<file path="src/rtl/move_input_conditioner_if.sv">
// rtl/move_input_conditioner_if.sv - button/move-code bundle between buttons, conditioner and game FSM
// Purpose : groups the raw button inputs and the conditioned move outputs.
// Signals : btn[N_BTN-1:0] raw buttons (1=pressed)
//           x[2:0]         move code, 000 = no move
//           x_valid        pulse on first cycle of each move
//           err            pulse when a multi-button press is rejected
//           busy           conditioner not idle
// Modports: master = conditioner side, slave = button/consumer side.
interface move_input_conditioner_if #(
   parameter int N_BTN = 7
);
   logic [N_BTN-1:0] btn;
   logic [2:0]       x;
   logic             x_valid;
   logic             err;
   logic             busy;

   modport master (input btn, output x, x_valid, err, busy);
   modport slave  (output btn, input x, x_valid, err, busy);
endinterface

</file>
<file path="src/rtl/move_input_conditioner.sv">
// rtl/move_input_conditioner.sv - push-button synchronizer/debouncer producing game move codes
// Purpose : synchronizes and debounces N_BTN raw buttons, rejects multi-press,
//           emits one move code per press and requires release before the next.
// Ports   : clk  - system clock, rising edge
//           rst  - asynchronous reset, active low
//           bus  - move_input_conditioner_if.master (btn in; x, x_valid, err, busy out)
module move_input_conditioner #(
   parameter int N_BTN       = 7,
   parameter int DEB_CYCLES  = 16,
   parameter int HOLD_CYCLES = 1
) (
   input logic                     clk,
   input logic                     rst,
   move_input_conditioner_if.master bus
);
   localparam int CMAX = (DEB_CYCLES > HOLD_CYCLES) ? DEB_CYCLES : HOLD_CYCLES;
   localparam int CW   = $clog2(CMAX) + 1;
   localparam logic [CW-1:0]    DEB_LAST  = CW'(DEB_CYCLES - 1);
   localparam logic [CW-1:0]    HOLD_LAST = CW'(HOLD_CYCLES - 1);
   localparam logic [CW-1:0]    CNT_ONE   = 1;
   localparam logic [N_BTN-1:0] BTN_ONE   = 1;

   generate
      if (N_BTN < 1 || N_BTN > 7) begin : g_bad_nbtn
         $error("move_input_conditioner: N_BTN must be in 1..7");
      end
      if (DEB_CYCLES < 2) begin : g_bad_deb
         $error("move_input_conditioner: DEB_CYCLES must be >= 2");
      end
      if (HOLD_CYCLES < 1) begin : g_bad_hold
         $error("move_input_conditioner: HOLD_CYCLES must be >= 1");
      end
   endgenerate

   typedef enum logic [1:0] {IDLE, DEBOUNCE, EMIT, RELEASE} state_t;

   state_t           state;
   logic [N_BTN-1:0] s1, bs, snap;
   logic [CW-1:0]    cnt;
   logic [2:0]       code;
   logic             x_valid_q, err_q, busy_q;

   logic [2:0]       code_c;
   logic             snap_onehot;

   // snap is never zero while debouncing, so the power-of-two test alone
   // identifies a single pressed button.
   assign snap_onehot = (snap & (snap - BTN_ONE)) == '0;

   always_comb begin
      code_c = '0;
      for (int i = 0; i < N_BTN; i++) begin
         if (snap[i]) code_c = 3'(i + 1);
      end
   end

   // code doubles as the x register: it only holds a value while in EMIT.
   always_ff @(posedge clk or negedge rst) begin
      if (!rst) begin
         s1        <= '0;
         bs        <= '0;
         snap      <= '0;
         cnt       <= '0;
         code      <= '0;
         x_valid_q <= 1'b0;
         err_q     <= 1'b0;
         busy_q    <= 1'b0;
         state     <= IDLE;
      end else begin
         s1        <= bus.btn;
         bs        <= s1;
         x_valid_q <= 1'b0;
         err_q     <= 1'b0;
         case (state)
            IDLE: begin
               if (bs != '0) begin
                  snap   <= bs;
                  cnt    <= '0;
                  busy_q <= 1'b1;
                  state  <= DEBOUNCE;
               end
            end
            DEBOUNCE: begin
               if (bs == '0) begin
                  cnt    <= '0;
                  busy_q <= 1'b0;
                  state  <= IDLE;
               end else if (bs != snap) begin
                  snap <= bs;
                  cnt  <= '0;
               end else if (cnt != DEB_LAST) begin
                  cnt <= cnt + CNT_ONE;
               end else if (snap_onehot) begin
                  code      <= code_c;
                  x_valid_q <= 1'b1;
                  cnt       <= '0;
                  state     <= EMIT;
               end else begin
                  err_q <= 1'b1;
                  cnt   <= '0;
                  state <= RELEASE;
               end
            end
            EMIT: begin
               if (cnt == HOLD_LAST) begin
                  code  <= '0;
                  cnt   <= '0;
                  state <= RELEASE;
               end else begin
                  cnt <= cnt + CNT_ONE;
               end
            end
            RELEASE: begin
               if (bs != '0) begin
                  cnt <= '0;
               end else if (cnt == DEB_LAST) begin
                  cnt    <= '0;
                  busy_q <= 1'b0;
                  state  <= IDLE;
               end else begin
                  cnt <= cnt + CNT_ONE;
               end
            end
            default: begin
               code   <= '0;
               cnt    <= '0;
               busy_q <= 1'b0;
               state  <= IDLE;
            end
         endcase
      end
   end

   assign bus.x       = code;
   assign bus.x_valid = x_valid_q;
   assign bus.err     = err_q;
   assign bus.busy    = busy_q;
endmodule

</file>
<file path="src/flat_wrapper.sv">
// flat-port wrapper written by rule: the top's interface ports become plain ports
module move_input_conditioner_flat 
#(
   parameter int N_BTN       = 7,
   parameter int DEB_CYCLES  = 16,
   parameter int HOLD_CYCLES = 1
)
  (clk, rst, bus_btn, bus_x, bus_x_valid, bus_err, bus_busy);
  move_input_conditioner_if #(.N_BTN(N_BTN)) bus_i ();
  input logic clk;
  input logic rst;
  input wire logic [$bits(bus_i.btn)-1:0] bus_btn;
  output wire logic [$bits(bus_i.x)-1:0] bus_x;
  output wire logic [$bits(bus_i.x_valid)-1:0] bus_x_valid;
  output wire logic [$bits(bus_i.err)-1:0] bus_err;
  output wire logic [$bits(bus_i.busy)-1:0] bus_busy;
  assign bus_i.btn = bus_btn;
  assign bus_x = bus_i.x;
  assign bus_x_valid = bus_i.x_valid;
  assign bus_err = bus_i.err;
  assign bus_busy = bus_i.busy;
  move_input_conditioner #(.N_BTN(N_BTN), .DEB_CYCLES(DEB_CYCLES), .HOLD_CYCLES(HOLD_CYCLES)) u_core (.clk(clk), .rst(rst), .bus(bus_i));
endmodule
</file>
<file path="config.mk">
export PLATFORM = sky130hd
export DESIGN_NAME = move_input_conditioner_flat
export DESIGN_NICKNAME = d
export VERILOG_FILES = /design/src/rtl/move_input_conditioner_if.sv /design/src/rtl/move_input_conditioner.sv /design/src/flat_wrapper.sv
export SDC_FILE = /design/constraint.sdc
export NUM_CORES = 1
export LEC_CHECK = 0
export ABC_AREA = 1
export BUFFER_PORTS_ARGS = -buffer_cell sky130_fd_sc_hd__buf_4
export CAP_MARGIN = 25
export CORE_ASPECT_RATIO = 1.1
export CORE_UTILIZATION = 63
export CTS_BUF_LIST = sky130_fd_sc_hd__clkbuf_4 sky130_fd_sc_hd__clkbuf_8 sky130_fd_sc_hd__clkbuf_16
export CTS_CLUSTER_DIAMETER = 100
export DETAILED_ROUTE_END_ITERATION = 7
export PLACE_DENSITY = 0.93
export SLEW_MARGIN = 0
export SYNTH_ARGS = -nofsm -noshare
export SYNTH_HDL_FRONTEND = slang
export SYNTH_SLANG_ARGS = --single-unit
</file>
<file path="constraint.sdc">
create_clock -name clk -period 2.5 [get_ports clk]
set_input_delay 0.125 -clock clk [delete_from_list [all_inputs] [get_ports clk]]
set_output_delay 0.125 -clock clk [all_outputs]
set_load 0.02 [all_outputs]
</file>
==> results of run 1 <==
[stage by stage]
| step | cells | hold WS (ns) |
|---|---|---|
| 4_1_cts | 273 | 0.251 |
| 3_3_place_gp | 257 | 0.0904 |
| 2_1_floorplan | 215 | -0.171 |
| 5_1_grt | 273 | 0.297 |
| 6_report | 273 | 0.249 |
| 3_5_place_dp | 257 | 0.0891 |
[cell families after synthesis]
kind of cell / Yosys count / share of synthesized area (%)
AO/OA/AOI/OAI: 24 / 8.15
flip-flops: 34 / 48.6
adder cells (fa/ha/maj): 4 / 2.86
AND/OR/NAND/NOR: 118 / 31.4
XOR/XNOR: 2 / 1.00
buffers and inverters: 33 / 7.94
[sequential cells by signal (all words and copies together), names as in the netlist, named ones only]
register            flops
u_core.cnt              5
u_core.bus.x_valid      1
u_core.bus.x            3
u_core.bus.err          1
u_core.snap             7
u_core.bs               7
u_core.bus.busy         1
u_core.state            1
u_core.s1               7
[placed cells by master, fill, tap and decap left out]
master                          synthesis  final
sky130_fd_sc_hd__nor2_2                 2      2
sky130_fd_sc_hd__o21ai_1                6      6
sky130_fd_sc_hd__clkbuf_4               0      6
sky130_fd_sc_hd__a21boi_1               1      1
sky130_fd_sc_hd__nand3_1               16     16
sky130_fd_sc_hd__o21ai_2                3      3
sky130_fd_sc_hd__a31oi_1                3      3
sky130_fd_sc_hd__nor2_8                 1      1
sky130_fd_sc_hd__nand2_2                2      2
sky130_fd_sc_hd__clkinv_2               0      1
sky130_fd_sc_hd__o21ai_0                4      4
sky130_fd_sc_hd__inv_2                  9      9
sky130_fd_sc_hd__nand2_1               62     62
sky130_fd_sc_hd__clkbuf_8               0      1
sky130_fd_sc_hd__nand4_1               10     10
sky130_fd_sc_hd__nor2_1                20     20
sky130_fd_sc_hd__nand2_4                2      2
sky130_fd_sc_hd__ha_1                   4      4
sky130_fd_sc_hd__o211ai_1               2      2
sky130_fd_sc_hd__dlygate4sd3_1          0      8
sky130_fd_sc_hd__buf_4                  1     14
sky130_fd_sc_hd__a21oi_1                5      5
sky130_fd_sc_hd__inv_1                 21     21
sky130_fd_sc_hd__nand3_2                2      2
sky130_fd_sc_hd__nor2_4                 1      1
sky130_fd_sc_hd__xnor2_1                2      2
sky130_fd_sc_hd__dfrtp_1               34     34
[final timing paths]
path                               start  slack [ns]               to
max                        u_core.cnt[0]        0.60  u_core.bus.busy
min                                  rst        0.25  u_core.bus.x[0]
max reg2reg                u_core.cnt[0]        0.60  u_core.bus.busy
min reg2reg                 u_core.s1[5]        0.35     u_core.bs[5]
max in group asynchronous            rst        1.95   u_core.bus.err
min in group clk            u_core.s1[5]        0.35     u_core.bs[5]
[critical path, delay by kind of cell, from the launching register on]
| family | cells | cell delay [ns] |
|---|---|---|
| fa+ha+maj | 2 | 0.61 |
| flops | 1 | 0.45 |
| simple gates | 4 | 0.44 |
| compound gates | 3 | 0.29 |
[cell type report]
cell class / instances / area [µm²] / share of cell area (%)
Clock inverter: 1 / 5.00 / 0.249
Tap cell: 31 / 38.8 / 1.93
Inverter: 30 / 113 / 5.60
Clock buffer: 7 / 58.8 / 2.92
Multi-Input combinational cell: 148 / 759 / 37.8
Timing Repair Buffer: 22 / 185 / 9.21
Sequential cell: 34 / 851 / 42.3
[metal layers]
metal | vias to the layer above | GRT usage, % | share of wire [%]
met1 | 679 | 30.4 | 41
met3 | 6 | 7.47 | 3.2
met2 | 29 | 50.2 | 54
met5 | - | 0 | 0
met4 | 0 | 12.8 | 1.7
li1 | 740 | - | -
[report_power, final]
part | total, mW | leakage [nW] | switching (mW) | internal (mW)
sequential | 0.788 | 0.414 | 0.128 | 0.660
clock | 0.329 | 0.0387 | 0.182 | 0.147
combinational | 0.739 | 0.546 | 0.476 | 0.263
==> run summary, run 1 <==
The maximum vdd ir drop was 0.826 mV. The worst setup path category is flop to flop. Averaged over all synthesized cells, the footprint is 8.14 µm². Setup repair after global routing left no endpoint under its margin. After floorplanning, the core was sized to cover 2570 µm². The cell count after synthesis came out at 215. The first global-routing pass estimated 6080 µm of wire.

The flow ran to the end, and the final reports show no timing, DRC or antenna violations. The ratio of total power to cell area is 923 nW/µm², and the final routed wire length divided by cell count is 13.0 µm. Clock skew on the completed layout was measured at 0.0113 ns. After the first detailed-routing iteration, the DRC count stood at 51. Leakage power of the design: 0.999 nW. For this run, the number of Yosys warnings is 0.

The run gives 78.3% as the final core utilization. On the critical path, the stage with the largest delay is an instance of sky130_fd_sc_hd__dfrtp_1. The antenna diode instance count is 0, and the final critical delay including setup and external delays is 1.90 ns. The pre-CTS setup slack was 0.660 ns. The highest net fanout along the worst path was 8; the share of the cycle needed by the critical path after routing was 75.8%.

The logs give 3550 µm for the post-detailed-routing wire length and 1454 for the count of vias placed by the detailed router. The total design power is 1.86 mW, and the setup TNS after final layout is 0 ns. Most common cell in the synthesized netlist: sky130_fd_sc_hd__nand2_1. Measured against its own limit, the worst slew margin works out to 64.6%. The synthesized design contains 0 enable-type register cells.

After clock tree synthesis, the clock-pin slew on the worst setup and hold paths is 0.10 ns. The number of buffers added on ports works out to 14. The max-slew violation count came out at 0. The tools report the synthesized net count as 228. In the synthesized netlist the dominant register cell turns out to be sky130_fd_sc_hd__dfrtp_1.

After synthesis, the most frequently instantiated cells are sky130_fd_sc_hd__nand2_1, sky130_fd_sc_hd__dfrtp_1, sky130_fd_sc_hd__inv_1. Counting the buffers created by CTS gives 5. The tools report the residual overflow from global routing as 0. The async set or reset register ratio after synthesis works out to 100%.

In the final layout, the share of cells above drive strength 1 is 18.2%. The share of Yosys cell area claimed by the top area cell type was 48.6%. The tool flagged a number of max-cap violations equal to 0. Filler cell count in the final layout: 191. For the number of global-route vias before repair, the log shows 1466.

After synthesis, the netlist uses 25 different library cells. Once detail routing completed, the nets flagged for antenna violations numbered 0. The clock tree synthesis step divided the H-tree into 2 levels.

The run gives 0.528 GHz as the highest attainable clock frequency. Using the TritonRoute via totals, the vias-per-cell ratio works out to 5.33. The tools report the routability congestion estimate from global placement as 0.901. The tools report the proportion of synthesized chip area in sequential cells as 48.6%. Number of setup violations in the final report: 0.

The initial utilization of the core area, before any placement, comes to 68.1%. Compared with the post-synthesis result, the final layout area differs by 14.9%. The number of cells on the worst reg-to-reg path is 9. Walking the worst path, the cells encountered are ha_1 -> nand2_1 -> nor2_1 -> ha_1 -> nand2_1 -> a21oi_1 -> o21ai_1 -> nand2_1 -> o21ai_1. The cell area that synthesis handed to floorplanning was 1750 µm². The clock passes through at most 2 buffers. The finished cells cover 2010 µm².

At the worst endpoint, the arrival time is 2.12 ns. The number of hold violations in the final report was 0. Data on the critical path is required at its endpoint by 2.72 ns. In this run, post-CTS hold repair placed 8 buffers. sky130_fd_sc_hd__dfrtp_1 takes more of the synthesized area than any other cell. Boundary pin count: 15.

Setup slack closes at 0.605 ns. Die outline height: 57.3 µm. The die covers 2990 µm². For the number of antenna violations at the first check in global routing, the log shows 0.

TritonCTS built the clock tree. Entering global routing, the biggest net connects 35 pins. Detailed placement finished with a half-perimeter wire length of 2390 µm.

The buffer cell driving the clock tree root is sky130_fd_sc_hd__clkbuf_4. Element type at the critical path start: a flop. Global routing used 28.1% of the available tracks across all layers.

The number of post-CTS setup repair buffers is 0, and the pin slew with the least headroom to its limit is 0.529 ns. In the post-synthesis netlist, the biggest area contributors are sky130_fd_sc_hd__dfrtp_1, sky130_fd_sc_hd__nand2_1, sky130_fd_sc_hd__nand3_1. The clock drives 34 sinks. After synthesis the netlist holds a flip-flop and latch count of 34. For this run, design rule violations remaining after detail routing come to 0. The number of gates given a new drive strength after cts is 0.

On the worst path, the slowest cell contributes a delay of 0.45 ns. The cell type with the highest occurrence count on the critical path is sky130_fd_sc_hd__nand2_1. The post-place instance area came out at 1870 µm². At the later pin of the worst-skew pair, clock insertion delay measures 0.34 ns. The run gives 19 as the row count. The floorplan die width was 52.2 µm. In this run the worst hold path is classified as input port to asynchronous set/reset pin. The run gives 254 as the number of nets in the layout. The worst setup path is captured at a flop. The first detailed-routing pass took 4 iterations.
Note: power is estimated with default switching activity, not from simulation.
==> run 2, diff against run 1 <==
Settings changed: CORE_UTILIZATION 63 to 58, PLACE_DENSITY 0.93 to 0.87.
Clock period 2.5 ns to 1.77 ns, I/O delays scaled along.
==> run 2 against run 1 <==
Against the previous run:
- total power up 41%
- sequential share of layout area decreased by 0.98 points
- die area increased by 8.3%
- first-iteration DRC count shrank 14%
- design area grew 2.4%
==> run summary, run 2 (same netlist as run 1, synthesis figures left out) <==
The antenna diode instance count came out at 0 (unchanged). The die outline height was 59.6 µm (+4.1%); the row count was 20 (+1). The tools report the total design power as 2.61 mW (+41%). The required time of the worst setup path came out at 2.02 ns (-0.70 ns). The logs give 774 µm² (+2.0%) for the multi-input gate area in the final layout and 1329 (-9.3%) for the number of global-route vias before repair. The count of clock tree sinks was 34 (unchanged). The top cell types in the final layout, fill and taps aside, are sky130_fd_sc_hd__nand2_1, sky130_fd_sc_hd__dfrtp_1, sky130_fd_sc_hd__inv_1, sky130_fd_sc_hd__nor2_1, sky130_fd_sc_hd__buf_4. The maximum vdd ir drop came out at 1.00 mV (+22%). Starting density of the core: 61.9% (-6.3 points). The run gives 3160 µm (-11%) as the post-detailed-routing wire length. The slack of the worst reg-to-reg path was 0.24 ns (-0.37 ns); the number of vias per cell after detailed routing was 5.35 (+0.54%). The boundary pin count is 15 (unchanged). The antenna violation net count after detailed routing is 0 (unchanged), and the total CTS buffers is 5 (unchanged). The count of buffer and inverter cells on the critical path was 1 (+1); the final critical delay including setup and external delays was 1.53 ns (-0.363 ns). Setup repair after global routing left no endpoint under its margin. The tree is rooted in a sky130_fd_sc_hd__clkbuf_4. The cell at the slowest stage of the critical path was sky130_fd_sc_hd__dfrtp_1. The first-pass detailed-route iteration total was 4 (unchanged); the worst endpoint data arrival time was 1.79 ns (-0.33 ns). Compared with the post-synthesis result, the final layout area differs by 17.7%.

The overall routing resource usage came out at 23.5% (-4.6 points). The run finished with clean final reports. Counting stages on the worst path, the most repeated cell is sky130_fd_sc_hd__nand2_1.

For the number of nets in the layout, the log shows 258 (+1.6%). The logs give 0 (unchanged) for the number of antenna violations at the first check in global routing and 1.02 nW (+2.3%) for the leakage power of the design. The ratio of total power to cell area is 1270 nW/µm² (+37%).

Number of setup violations in the final report: 0 (unchanged). The clock latency on the worst-skew pair is 0.34 ns (about the same), and the floorplan die width is 54.4 µm (+4.1%). The remaining max-slew budget at the tightest pin was 72.9% (+8.3 points). The cell family contributing the most delay on the critical path is simple AND/OR/NAND/NOR gates.

The run gives 0.897 (-0.44%) as the routability congestion estimate from global placement. The post-placement cell count is 263 (+2.3%). The endpoint identified for the worst register-to-register timing path is u_core.state[0].

The number of DRC violations after detailed-routing iteration 0 is 44 (-14%). The number of max-cap violations is 0 (unchanged), and the delay of the slowest cell on the worst path is 0.37 ns (-0.08 ns). The H-tree level count is 2 (unchanged), and the final routed wire length divided by cell count is 11.3 µm (-13%). The worst hold path belongs to the class input port to asynchronous set/reset pin. In the final layout, the registers with the most flip-flops are u_core.bs (7), u_core.s1 (7), u_core.snap (7). The clock slew seen by the registers of the worst setup and hold paths was 0.11 ns (about the same). The startpoint of the worst-slack reg-to-reg timing path was u_core.cnt[1].

The most common cell after layout, fill and taps aside is sky130_fd_sc_hd__nand2_1. The tools report the HPWL reported at the end of detailed placement as 2300 µm (-3.8%). The max-slew violation count is 0 (unchanged), and the number of hold violations in the final report is 0 (unchanged). The setup path with the least slack is of type flop to flop.

The sequential cell area is 851 µm² (unchanged), and the count of vias placed by the detailed router is 1494 (+2.8%). Walking the worst path, the cells encountered are ha_1 -> nand2_1 -> nor2_2 -> ha_4 -> nand2_1 -> a21oi_1 -> nand3_1 -> nand2_1 -> inv_1. The setup TNS after final layout was 0 ns (unchanged). STA classifies the critical path endpoint as a flop.

The ratio of cells with drive above 1 in the final layout was 20.3% (+2.1 points); the filler-free cell count of the finished design was 279 (+2.2%). Number of buffers on the longest clock path: 2 (unchanged). The element type at the critical path start was a flop. The share of the cycle needed by the critical path after routing came out at 86.6% (+11 points).

The logs give 5300 µm (-13%) for the wire length of the first global-routing pass and 0.653 GHz (+24%) for the highest attainable clock frequency. The highest net fanout along the worst path came out at 8 (unchanged). Pin slew with the least headroom to its limit: 0.406 ns (-0.123 ns). The largest net degree at the start of global routing is 35 (unchanged), and the area of the core is 2830 µm² (+10%). For the residual overflow from global routing, the log shows 0 (unchanged). The number of buffers added on ports came out at 14 (unchanged).

The residual DRC count was 0 (unchanged). TritonCTS built the clock tree. The tools report the setup clock skew after layout as 0.0197 ns (+0.00840 ns). The run gives 227 (+19%) as the filler cell count in the final layout. The tools report the area enclosed by the die boundary as 3240 µm² (+8.3%). The cell depth of the worst flop-to-flop path is 9 (unchanged).
## run 2: metrics by stage
step | setup WS (ns) | hold WS [ns] | area [µm²] | util, %
after floorplan | 0.0972 | -0.207 | 1750 | -
after global placement | 0.178 | 0.0507 | 1900 | 67.2
after detailed placement | 0.114 | 0.0512 | 1900 | 67.2
after CTS | 0.0724 | 0.203 | 2040 | 72.3
after global routing | 0.0375 | 0.249 | 2060 | 72.8
final | 0.238 | 0.198 | 2060 | 72.8
## run 2: cell type report
| cell class | instances | share of cell area [%] |
|---|---|---|
| clock buffer | 7 | 2.86 |
| timing repair buffer | 26 | 10.5 |
| multi-input combinational | 148 | 37.6 |
| inverter | 30 | 5.47 |
| clock inverter | 1 | 0.243 |
| tap | 33 | 2.01 |
| sequential | 34 | 41.3 |
## run 2: worst max path at each step
stage | from | end | cells past startpoint
3_5_place_dp | u_core.cnt[1] | u_core.state[0] | 9
3_3_place_gp | u_core.cnt[0] | u_core.state[0] | 9
6_report | u_core.cnt[1] | u_core.state[0] | 9
5_1_grt | u_core.cnt[1] | u_core.state[0] | 9
4_1_cts | u_core.cnt[1] | u_core.bus.busy | 9
2_1_floorplan | u_core.cnt[0] | u_core.state[0] | 10
## run 2: layer usage
metal	up-vias	track usage (%)	wire (µm)
met2	47	38.9	1530
met3	8	6.92	148
met1	697	26.2	1380
met4	0	13.6	94
li1	742	-	-
met5	-	0	0
## run 2: report_power, final
part	internal (mW)	leakage [nW]	switching (mW)	total (mW)
Combinational	0.394	0.569	0.661	1.05
Clock	0.208	0.0387	0.244	0.451
Sequential	0.933	0.414	0.173	1.11
Total	1.53	1.02	1.08	2.61
## run 2: worst register-to-register path: stages (launching register included)
cell,delay (ns)
sky130_fd_sc_hd__dfrtp_1,0.37
sky130_fd_sc_hd__ha_1,0.18
sky130_fd_sc_hd__nand2_1,0.07
sky130_fd_sc_hd__nor2_2,0.14
sky130_fd_sc_hd__ha_4,0.20
sky130_fd_sc_hd__nand2_1,0.09
sky130_fd_sc_hd__a21oi_1,0.19
sky130_fd_sc_hd__nand3_1,0.10
sky130_fd_sc_hd__nand2_1,0.06
sky130_fd_sc_hd__inv_1,0.03
## run 2: timing repair
action	CTS	global route
hold buffers	8	0
setup buffers	0	0
resized for setup	0	3
setup endpoints to repair	0	6
endpoints found under the hold margin	41	0
